`src/rtl/dsp_pipe_reg.sv`:
```
// ---------------------------------------------------------------------------
// dsp_pipe_reg
//
// Purpose:
//   Tracked register pipeline used as the registered-path operand source of
//   the DSP48A1 slice model. A chain of DEPTH data/valid stages with clock
//   enable, synchronous flush, a stage tap for debug/visibility, and an
//   occupancy counter of valid stages. The A/B/C/D/M/P register banks are
//   all built from this one primitive.
//
// Parameters:
//   WIDTH   - data width in bits (1..48)
//   DEPTH   - number of register stages (1..4); sets data latency
//   RST_VAL - value loaded into every data stage on reset or flush
//
// Ports:
//   CLK      in   1      rising-edge clock
//   RST      in   1      asynchronous active-high reset
//   CE       in   1      clock enable; 0 freezes everything
//   FLUSH    in   1      synchronous clear of data/valids/occ (only when CE=1)
//   din      in   WIDTH  data into stage 0
//   din_vld  in   1      qualifies din
//   tap_sel  in   2      tap stage select, clamped to DEPTH-1
//   dout     out  WIDTH  last-stage data
//   dout_vld out  1      last-stage valid
//   tap      out  WIDTH  data of stage min(tap_sel, DEPTH-1)
//   tap_vld  out  1      valid of the tapped stage
//   occ      out  3      number of valid stages, 0..DEPTH
//   full     out  1      occ == DEPTH
// ---------------------------------------------------------------------------
module dsp_pipe_reg #(
    parameter int               WIDTH   = 18,
    parameter int               DEPTH   = 2,
    parameter logic [WIDTH-1:0] RST_VAL = '0
) (
    input  logic             CLK,
    input  logic             RST,
    input  logic             CE,
    input  logic             FLUSH,
    input  logic [WIDTH-1:0] din,
    input  logic             din_vld,
    input  logic [1:0]       tap_sel,
    output logic [WIDTH-1:0] dout,
    output logic             dout_vld,
    output logic [WIDTH-1:0] tap,
    output logic             tap_vld,
    output logic [2:0]       occ,
    output logic             full
);

    // Stage storage: index 0 is the input stage, DEPTH-1 drives dout.
    logic [WIDTH-1:0] stageData_q [DEPTH];
    logic [WIDTH-1:0] stageData_d [DEPTH];
    logic [DEPTH-1:0] stageVld_q;
    logic [DEPTH-1:0] stageVld_d;
    logic [2:0]       occ_q;
    logic [2:0]       occ_d;

    // Tap index after clamping; held as int so the stage loop below
    // compares without width mismatches for any DEPTH.
    int               tapIdx;

    // Independent population count of the valid bits, used only to
    // cross-check the incrementally maintained occupancy counter.
    logic [2:0]       vldCount;

    // Next-state logic. With CE low everything holds; FLUSH wins over a
    // shift and discards the word presented in the same cycle. Data moves
    // regardless of its valid bit so bubbles travel through like words.
    always_comb begin
        for (int i = 0; i < DEPTH; i++) begin
            stageData_d[i] = stageData_q[i];
        end
        stageVld_d = stageVld_q;
        occ_d      = occ_q;

        if (CE) begin
            if (FLUSH) begin
                for (int i = 0; i < DEPTH; i++) begin
                    stageData_d[i] = RST_VAL;
                end
                stageVld_d = '0;
                occ_d      = '0;
            end else begin
                stageData_d[0] = din;
                stageVld_d[0]  = din_vld;
                for (int i = 1; i < DEPTH; i++) begin
                    stageData_d[i] = stageData_q[i-1];
                    stageVld_d[i]  = stageVld_q[i-1];
                end
                // A valid entering and one leaving on the same edge cancel,
                // so the count can never leave 0..DEPTH.
                occ_d = occ_q + 3'(din_vld) - 3'(stageVld_q[DEPTH-1]);
            end
        end
    end

    // State registers with asynchronous reset to the idle, empty pipeline.
    always_ff @(posedge CLK or posedge RST) begin
        if (RST) begin
            for (int i = 0; i < DEPTH; i++) begin
                stageData_q[i] <= RST_VAL;
            end
            stageVld_q <= '0;
            occ_q      <= '0;
        end else begin
            for (int i = 0; i < DEPTH; i++) begin
                stageData_q[i] <= stageData_d[i];
            end
            stageVld_q <= stageVld_d;
            occ_q      <= occ_d;
        end
    end

    // Clamp the tap select so out-of-range selects read the last stage
    // instead of wrapping or producing X.
    always_comb begin
        if (int'(tap_sel) >= DEPTH) begin
            tapIdx = DEPTH - 1;
        end else begin
            tapIdx = int'(tap_sel);
        end
    end

    // Tap read as a loop mux over the stages, avoiding a variable index
    // whose width would not match small DEPTH values.
    always_comb begin
        tap     = RST_VAL;
        tap_vld = 1'b0;
        for (int i = 0; i < DEPTH; i++) begin
            if (i == tapIdx) begin
                tap     = stageData_q[i];
                tap_vld = stageVld_q[i];
            end
        end
    end

    // Population count of the valid bits.
    always_comb begin
        vldCount = '0;
        for (int i = 0; i < DEPTH; i++) begin
            vldCount = vldCount + 3'(stageVld_q[i]);
        end
    end

    // The counter must always agree with the actual number of valid stages.
    occMatchesValids: assert property (@(posedge CLK) disable iff (RST) occ_q == vldCount);

    assign dout     = stageData_q[DEPTH-1];
    assign dout_vld = stageVld_q[DEPTH-1];
    assign occ      = occ_q;
    assign full     = (occ_q == 3'(DEPTH));

endmodule

```
`config.mk`:
```
export PLATFORM = sky130hd
export DESIGN_NAME = dsp_pipe_reg
export DESIGN_NICKNAME = d
export VERILOG_FILES = /design/src/rtl/dsp_pipe_reg.sv
export SDC_FILE = /design/constraint.sdc
export NUM_CORES = 1
export LEC_CHECK = 0
export BUFFER_PORTS_ARGS = -buffer_cell sky130_fd_sc_hd__buf_2
export CAP_MARGIN = 20
export CORE_MARGIN = 10
export CORE_UTILIZATION = 54
export DETAILED_ROUTE_END_ITERATION = 8
export PLACE_DENSITY = 0.83
export SYNTH_ARGS = -nofsm -noshare
export SYNTH_HDL_FRONTEND = slang
export SYNTH_SLANG_ARGS = --single-unit
```
`constraint.sdc`:
```
create_clock -name CLK -period 2.7 [get_ports CLK]
set_input_delay 0.81 -clock CLK [delete_from_list [all_inputs] [get_ports CLK]]
set_output_delay 0.81 -clock CLK [all_outputs]
set_load 0.02 [all_outputs]
```
## Yosys cells after proc, flatten, opt, wreduce, memory -nomap -nowiden

Index checks and enable logic that the tools add are counted.

| storage, ports and cells | value |
|---|---|
| register bits | 41 |
| bits of input ports | 25 |
| output and inout bits | 42 |
| logic and storage cells | 18 |

| cells by class | value |
|---|---|
| add/subtract/negate cells | 2 |
| order comparisons | 1 |
| equality and inequality tests | 2 |
| mux-type cells | 8 |
| reduce and logical (&&, ||, !) cells | 1 |

Operator list:

| kind | count |
|---|---|
| $mux W18 | 2 |
| $mux W36 | 1 |
| $eq A2 B32 Y1 const A | 1 |
| $logic_not A32 Y1 | 1 |
| $mux W2 | 2 |
| $add A3 B1 Y3 | 1 |
| $eq A3 B2 Y1 const B | 1 |
| $mux W3 | 1 |
| $sub A3 B1 Y3 | 1 |
| $ge A2 B2 Y1 const B | 1 |
| $mux W1 | 2 |

## Longest topological paths before layout

Gate-level depths: netlist of run 1.

| depth | value |
|---|---|
| depth after elaboration | 5 |
| gate-level depth with buffers | 9 |
| gate-level depth less buffers | 9 |

## Worst setup path after synthesis of run 1

OpenSTA, ideal clock, no wires.

| timing | value |
|---|---|
| path kind | input -> output |
| start | in tap_sel[1] |
| end | out tap[10] |
| arrival | 1.646 ns |
| required time | 1.890 ns |
| path slack | 0.244 ns |
| cell stages on the path | 4 |
| buffers on the path | 2 |
| cell sequence | nor2_1 > buf_4 > clkbuf_1 > o21ai_0 |

| between the ends | value |
|---|---|
| longest elaborated chain between the ends | 5 |
| elaborated cells on any way between the ends | 6 |
| classes of those cells | order compare: 1; eq/ne: 1; mux: 3; reduce/logical: 1 |

Ends and longest elaborated chain:

| element | RTL line | source |
|---|---|---|
| start, declared | 42 | `input logic [1:0] tap_sel,` |
| $ge A2 B2 Y1 | 118 | `if (int'(tap_sel) >= DEPTH) begin` |
| $mux W2 * | 118 |  |
| $logic_not A32 Y1 | 131 | `if (i == tapIdx) begin` |
| $mux W18 | 131 |  |
| $mux W18 * | 131 |  |
| end, declared | 45 | `output logic [WIDTH-1:0] tap,` |

Every way passes the cells marked *; elsewhere a longest branch is shown, timed or not.

## Final worst setup path of run 1

| timing | value |
|---|---|
| start | in tap_sel[1] |
| end | out tap[15] |

The elaborated chain is that of the path after synthesis.

==> results of run 1 <==
==> logic make-up (layout without fill, tap and decap cells) <==
group | Yosys count | in the layout | synth area share
buf+inv | 75 | 121 | 0.188
flops | 41 | 41 | 0.493
simple gates | 57 | 57 | 0.113
xor+xnor | 1 | 1 | 0.00421
compound gates | 60 | 60 | 0.181
fa+ha+maj | 3 | 3 | 0.0217
==> per-layer routing <==
layer | vias up | wire length, um | GRT usage
li1 | 820 | - | -
met1 | 728 | 1910 | 0.167
met2 | 56 | 2040 | 0.219
met3 | 5 | 587 | 0.0775
met4 | 0 | 40 | 0.0357
met5 | - | 0 | 0
==> worst max-delay path: stages <==
cell     delay (ns)
buf_2          0.10
nor2_2         0.14
buf_12         0.20
nand2_1        0.07
o21ai_0        0.08
buf_2          0.20
==> cells in the final DEF, fill, tap and decap left out, types with 2 or more instances in the layout <==
cell type and count:
buf_2 66, buf_4 3, nand2_1 51, clkbuf_8 5
inv_1 42, o22ai_1 21, o21ai_0 28, nand2b_1 2
clkinv_2 2, ha_1 2, o21ai_2 10, dfrtp_1 41
==> worst max path at each step <==
stage / slack, ns / start / endpoint
after floorplan: 0.24 / tap_sel[1] / tap[10]
after detailed placement: 0.28 / tap_sel[1] / tap[0]
after global placement: 0.29 / tap_sel[1] / tap[15]
after global routing: 0.19 / tap_sel[1] / tap[8]
after CTS: 0.28 / tap_sel[1] / tap[0]
final: 0.28 / tap_sel[1] / tap[15]
==> flip-flops by register name, indices dropped and copies added (netlist names) <==
name and flops:
stageData_q 18, stageVld_q 2, dout 18, occ 3
==> stage by stage <==
| step | std cells | total power (uW) |
|---|---|---|
| final | 331 | 1430 |
| after global routing | 331 | 1510 |
| after CTS | 331 | 1440 |
| after detailed placement | 323 | 1060 |
| after global placement | 323 | 1050 |
| after floorplan | 237 | 971 |
==> final cells by class <==
cell class,instances,share of cell area
sequential,41,0.432
multi-input combinational,121,0.281
timing repair buffer,70,0.157
inverter,43,0.0680
clock buffer,5,0.0290
tap,48,0.0253
clock inverter,3,0.00738
==> where the power goes <==
group / internal (uW) / switching [uW] / total, uW
combinational: 119 / 214 / 334
clock: 178 / 208 / 386
sequential: 668 / 42.1 / 710
total: 966 / 464 / 1430
==> flow_summary.json, run 1 <==
{
  "hold_viol": 0,
  "dieArea_um2": 6730,
  "via_count": 1609,
  "clock_path_buffers": 2,
  "status": "finished, final reports clean",
  "power_density_nw_per_um2": 603,
  "synth_area_um2": 2080,
  "yosys_warnings": 0,
  "syn_to_final_growth_pct": 14.1,
  "wirelength_um": 4580,
  "num_rows": 22,
  "tns_ns": 0,
  "clk-insertion-delay-late_ns": 0.29,
  "drive_gt1_frac": 0.322,
  "antenna_found_initial": 0,
  "yosysTopAreaCellShare": 0.493,
  "hold_start": "dout[11]",
  "regArea_um2": 1030,
  "synth_flop_cell": "dfrtp_1",
  "place_area_um2": 2290,
  "cts_tree": "yes",
  "cp.required_ns": 1.89,
  "worstHoldEndpoint": "dout[11]",
  "diodes": 0,
  "wl_per_cell_um": 13.8,
  "r2r-start": "occ[0]",
  "grt_pass1_wl_um": 7500,
  "yosysMostFrequentCell": "nand2_1",
  "grt_setup_unrepaired": "no",
  "yosys.area.top_type": "dfrtp_1",
  "grt_max_degree": 42,
  "gp_congestion": 0.733,
  "synth.cells.most_frequent": "nand2_1, inv_1, dfrtp_1",
  "cts.sinks": 41,
  "finalCritPeriodShare": 0.895,
  "fp.dieW_um": 82.1,
  "dieHeight_um": 82.1,
  "synth.distinct_cells": 19,
  "synth.area.top_cells": "dfrtp_1, nand2_1, inv_1",
  "setup.worst_path.class": "input port to output port",
  "core-area_um2": 3690,
  "ioPinCount": 67,
  "cts_hold_buf": 0,
  "crit_fanout": 38,
  "firstDrtPassIters": 4,
  "tightestPinTransition_ns": 0.512,
  "peakVddDrop_v": 0.000369,
  "clockRootBuffer": "clkbuf_8",
  "first_iter_violations": 70,
  "htreeDepth": 2,
  "clock-skew-final_ns": 0.00444,
  "design_area_um2": 2370,
  "cts_setup_buffers": 0,
  "syn_avg_cell_area_um2": 8.77,
  "ant_nets": 0,
  "hold_depth": 2,
  "hp-class": "flip-flop to flip-flop",
  "final.min_clock_period_ns": 2.42,
  "clkTransAtPathRegs_ns": 0.07,
  "syn_nets": 265,
  "ff2ff_setup_slack_ns": 0.85,
  "hpwl_um": 3420,
  "r2r_cells": 9,
  "synthArstFlopShare": 1.00,
  "postSynthCellCount": 237,
  "slew_viol_final": 0,
  "ctsResizeCount": 0,
  "synth_edf_count": 0,
  "fin_ws_ns": 0.282,
  "cts_buffers": 5,
  "start_util": 0.564,
  "portBuffers": 66,
  "drc_errors": 0,
  "vias_per_cell": 4.86,
  "pre_cts_ws_ns": 0.281,
  "worst_r2r_endpoint": "occ[2]",
  "setup_viol": 0,
  "final_util": 0.643,
  "start_kind": "input port",
  "p_leak_uw": 0.00122,
  "drv_cap": 0,
  "grt_remaining_overflow": 0,
  "slew_headroom": 0.658,
  "grt_pass1_vias": 1645,
  "hold_ws_ns": 0.545,
  "yosys_register_bits": 41,
  "fin_nets": 310,
  "endpoint_kind": "output port",
  "grtUsageTotal": 0.141,
  "clock.fmax_mhz": 414,
  "multiInputGateArea_um2": 666,
  "cp.arrival_ns": 1.61,
  "ys_seq_area_frac": 0.493,
  "n_fill_cell": 338
}
No activity file was read; power rests on OpenSTA's default activity.
==> run 2, diff against run 1 <==
CELL_PAD_IN_SITES_DETAIL_PLACEMENT = 0   (was default)
CELL_PAD_IN_SITES_GLOBAL_PLACEMENT = 2   (was default)
CORE_UTILIZATION = 31   (was 54)
==> flow_summary.json, run 2 (synthesized netlist as in run 1, its figures left out) <==
{
  "portBuffers": 66,
  "final_common_cell": "buf_2",
  "fin_nets": 311,
  "clkTransAtPathRegs_ns": 0.08,
  "dieHeight_um": 102,
  "grt_pass1_vias": 1625,
  "clock_path_buffers": 2,
  "p_total_uw": 1440,
  "wirelength_um": 5060,
  "hold_viol": 0,
  "status": "finished, final reports clean",
  "tightestPinTransition_ns": 0.530,
  "slew_headroom": 0.646,
  "power_density_nw_per_um2": 596,
  "internal-power_uw": 968,
  "firstDrtPassIters": 4,
  "cts_buffers": 5,
  "antenna_found_initial": 0,
  "power_frac_comb": 0.234,
  "grtUsageTotal": 0.0990,
  "finalCritPeriodShare": 0.921,
  "wl_per_cell_um": 14.0,
  "start_kind": "input port",
  "endpoint_kind": "output port",
  "drc_errors": 0,
  "setup_viol": 0,
  "grt_max_degree": 39,
  "p_clk_frac": 0.272,
  "cts.sinks": 41,
  "tns_ns": 0,
  "switching_share": 0.327,
  "seqPwrFrac": 0.494,
  "cpPeakStageDelay_ns": 0.22,
  "crit_fanout": 38,
  "grt_remaining_overflow": 0,
  "grt_pass1_wl_um": 8150,
  "syn_to_final_growth_pct": 16.0,
  "cts_tree": "yes",
  "cts_setup_buffers": 0,
  "setup.worst_path.class": "input port to output port",
  "worstPathCellList": "buf_2 > nor2_2 > buf_12 > nand2_1 > o21ai_0 > buf_2",
  "vias_per_cell": 4.42,
  "ctsResizeCount": 0,
  "grt_setup_unrepaired": "no",
  "cp.required_ns": 1.89,
  "drv_cap": 0,
  "ioPinCount": 67,
  "clock-skew-final_ns": 0.00805,
  "clk-insertion-delay-late_ns": 0.29,
  "slew_viol_final": 0,
  "via_count": 1597,
  "clock.fmax_mhz": 402,
  "drive_gt1_frac": 0.324,
  "start_util": 0.324,
  "r2r_cells": 9,
  "num_rows": 29,
  "clockRootBuffer": "clkbuf_8",
  "fp.dieW_um": 102,
  "cpMostUsedCell": "buf_2",
  "p_leak_uw": 0.00123,
  "cts_hold_buf": 0,
  "mostFrequentLayoutCells": "buf_2, nand2_1, inv_1, dfrtp_1, o21ai_0",
  "hpwl_um": 3640,
  "dieArea_um2": 10400,
  "htreeDepth": 2,
  "slowest_stage": "buf_2",
  "n_fill_cell": 663,
  "peakVddDrop_v": 0.000174,
  "core-area_um2": 6420,
  "diodes": 0,
  "gp_congestion": 0.704,
  "p_sw_uw": 469,
  "first_iter_violations": 56,
  "final.min_clock_period_ns": 2.49,
  "hp-class": "input port to asynchronous set/reset pin",
  "ant_nets": 0,
  "cp.arrival_ns": 1.68
}
-- run 2: final cells by class --
cell class | count | area [um2] | area share
Clock buffer | 6 | 72.6 | 0.0301
Clock inverter | 2 | 10.0 | 0.00415
Inverter | 43 | 161 | 0.0669
Multi-Input combinational cell | 121 | 666 | 0.276
Sequential cell | 41 | 1030 | 0.425
Tap cell | 77 | 96.3 | 0.0399
Timing Repair Buffer | 71 | 380 | 0.158
-- run 2: worst paths after layout --
| check | startpoint | endpoint | slack, ns |
|---|---|---|---|
| min | RST | stageData_q[18] | 0.53 |
| min reg2reg | stageData_q[24] | dout[6] | 0.54 |
| max | tap_sel[1] | tap[6] | 0.21 |
| max reg2reg | occ[0] | occ[2] | 0.87 |
| max in group asynchronous | RST | dout[10] | 1.62 |
| min in group CLK | stageData_q[24] | dout[6] | 0.54 |
-- run 2: metrics by stage --
step	std cells	area, um2	hold slack [ns]	setup slack (ns)	utilization
3_3_place_gp	353	2330	0.513	0.220	0.363
3_5_place_dp	353	2330	0.521	0.222	0.363
2_1_floorplan	237	2080	0.495	0.244	-
6_report	361	2410	0.533	0.214	0.376
4_1_cts	361	2410	0.533	0.210	0.376
5_1_grt	361	2410	0.552	0.149	0.376
-- run 2: power by group through the flow --
stage / clock [uW] / sequential (uW) / combinational, uW
final: 391 / 710 / 336
after floorplan: 0 / 733 / 239
after CTS: 410 / 712 / 345
after global routing: 439 / 719 / 376
after detailed placement: 0 / 724 / 344
after global placement: 0 / 723 / 341
-- run 2: metal layers --
metal  global-route usage  vias to the layer above  wire [um]
met3               0.0304                        6        315
met2                0.163                       37       2460
met5                    0                        -          0
met1                0.119                      732       2220
li1                     -                      822          -
met4               0.0390                        0         75
-- run 2: critical path, delay by kind of cell --
| kind | cells | cell delay [ns] |
|---|---|---|
| buffers and inverters | 3 | 0.53 |
| AOI/OAI and AO/OA | 1 | 0.11 |
| and+or+nand+nor | 2 | 0.21 |
==> run 3, diff against run 2 <==
BUFFER_PORTS_ARGS = default   (was -buffer_cell sky130_fd_sc_hd__buf_2)
CORE_MARGIN = 2   (was 10)
CORE_UTILIZATION = 38   (was 31)
DONT_BUFFER_PORTS = 1   (was default)
PLACE_DENSITY = 0.81   (was 0.83)
==> flow_summary.json, run 3 (synthesized netlist as in run 1, its figures left out) <==
{
  "dp.cells": 295,
  "drv_cap": 0,
  "wl_per_cell_um": 14.0,
  "fin_nets": 260,
  "grt_remaining_overflow": 0,
  "tightestPinTransition_ns": 0.873,
  "final.min_clock_period_ns": 2.31,
  "grtUsageTotal": 0.152,
  "ff2ff_setup_slack_ns": 0.71,
  "antenna_found_initial": 0,
  "clkTransAtPathRegs_ns": 0.07,
  "core-area_um2": 5200,
  "setup_viol": 0,
  "cts_setup_buffers": 0,
  "grt_setup_unrepaired": "no",
  "via_count": 1413,
  "endpoint_kind": "output port",
  "syn_to_final_growth_pct": 4.99,
  "cts.sinks": 41,
  "p_leak_uw": 0.000989,
  "slowest_stage": "buf_12",
  "ctsResizeCount": 0,
  "slew_headroom": 0.417,
  "cts_tree": "yes",
  "tns_ns": 0,
  "cp.required_ns": 1.89,
  "start_kind": "input port",
  "final_common_cell": "nand2_1",
  "peakVddDrop_v": 0.000300,
  "hold_viol": 0,
  "hold_ws_ns": 0.543,
  "start_util": 0.400,
  "finalCritPeriodShare": 0.854,
  "clock_path_buffers": 2,
  "drc_errors": 0,
  "clockRootBuffer": "clkbuf_8",
  "dieHeight_um": 78.0,
  "grtUsageMet2": 0.237,
  "grt_pass1_wl_um": 7140,
  "cp.arrival_ns": 1.50,
  "n_fill_cell": 548,
  "status": "finished, final reports clean",
  "wirelength_um": 4260,
  "crit_fanout": 38,
  "vias_per_cell": 4.66,
  "cts_hold_buf": 0,
  "fp.dieW_um": 78.0,
  "gp_congestion": 0.746,
  "cts_buffers": 5,
  "regArea_um2": 1030,
  "drive_gt1_frac": 0.167,
  "setup.worst_path.class": "input port to output port",
  "fin_cells": 303,
  "firstDrtPassIters": 4,
  "final_util": 0.419,
  "grt_max_degree": 57,
  "use_met1": 0.200,
  "ant_nets": 0,
  "clk-insertion-delay-late_ns": 0.28,
  "cpPeakStageDelay_ns": 0.20,
  "slew_viol_final": 0,
  "mostFrequentLayoutCells": "nand2_1, inv_1, dfrtp_1, o21ai_0, o22ai_1",
  "power_density_nw_per_um2": 627,
  "met3_usage": 0.0512,
  "portBuffers": 0,
  "clock-skew-final_ns": 0.00238,
  "ioPinCount": 67,
  "first_iter_violations": 56,
  "num_rows": 26,
  "hp-class": "flip-flop to flip-flop",
  "grt_pass1_vias": 1406,
  "hpwl_um": 2740,
  "dieArea_um2": 6080,
  "htreeDepth": 2,
  "top_usage_layer": "met2",
  "clock.fmax_mhz": 434,
  "multiInputGateArea_um2": 666,
  "diodes": 0,
  "worstPathCellList": "nor2_2 > buf_12 > nand2_1 > o21ai_0 > buf_4"
}
run 3: final timing paths:
check	startpoint	endpoint	cells after the start
min	stageData_q[35]	dout[17]	2
min reg2reg	stageData_q[35]	dout[17]	2
max	tap_sel[1]	tap[6]	5
max reg2reg	occ[0]	occ[2]	9
max in group asynchronous	RST	stageData_q[24]	1
min in group asynchronous	RST	dout[8]	1
run 3: layout make-up:
cell class,count,share of cell area
timing repair buffer,20,0.0745
sequential,41,0.470
inverter,43,0.0739
multi-input combinational,121,0.305
clock buffer,8,0.0367
tap,70,0.0401
run 3: metrics by stage:
step	total power, uW	instance area, um2	setup WS, ns
3_5_place_dp	1000	2100	0.380
3_3_place_gp	997	2100	0.382
4_1_cts	1390	2180	0.368
6_report	1370	2180	0.395
5_1_grt	1460	2180	0.288
2_1_floorplan	971	2080	0.244
run 3: routing by layer:
layer / part of all wire / up-vias
met3: 0.074 / 5
li1: - / 719
met4: 0.013 / 0
met1: 0.47 / 645
met2: 0.44 / 44
met5: 0 / -
run 3: worst max-delay path: cells and delay by family:
kind                   cells  cell delay (ns)
AOI/OAI and AO/OA          1             0.09
buffers and inverters      2             0.38
and+or+nand+nor            2             0.20
run 3: where the power goes:
part,internal [uW],total (uW),switching [uW]
Sequential,668,760,91.7
Combinational,94.0,228,134
Clock,184,381,197
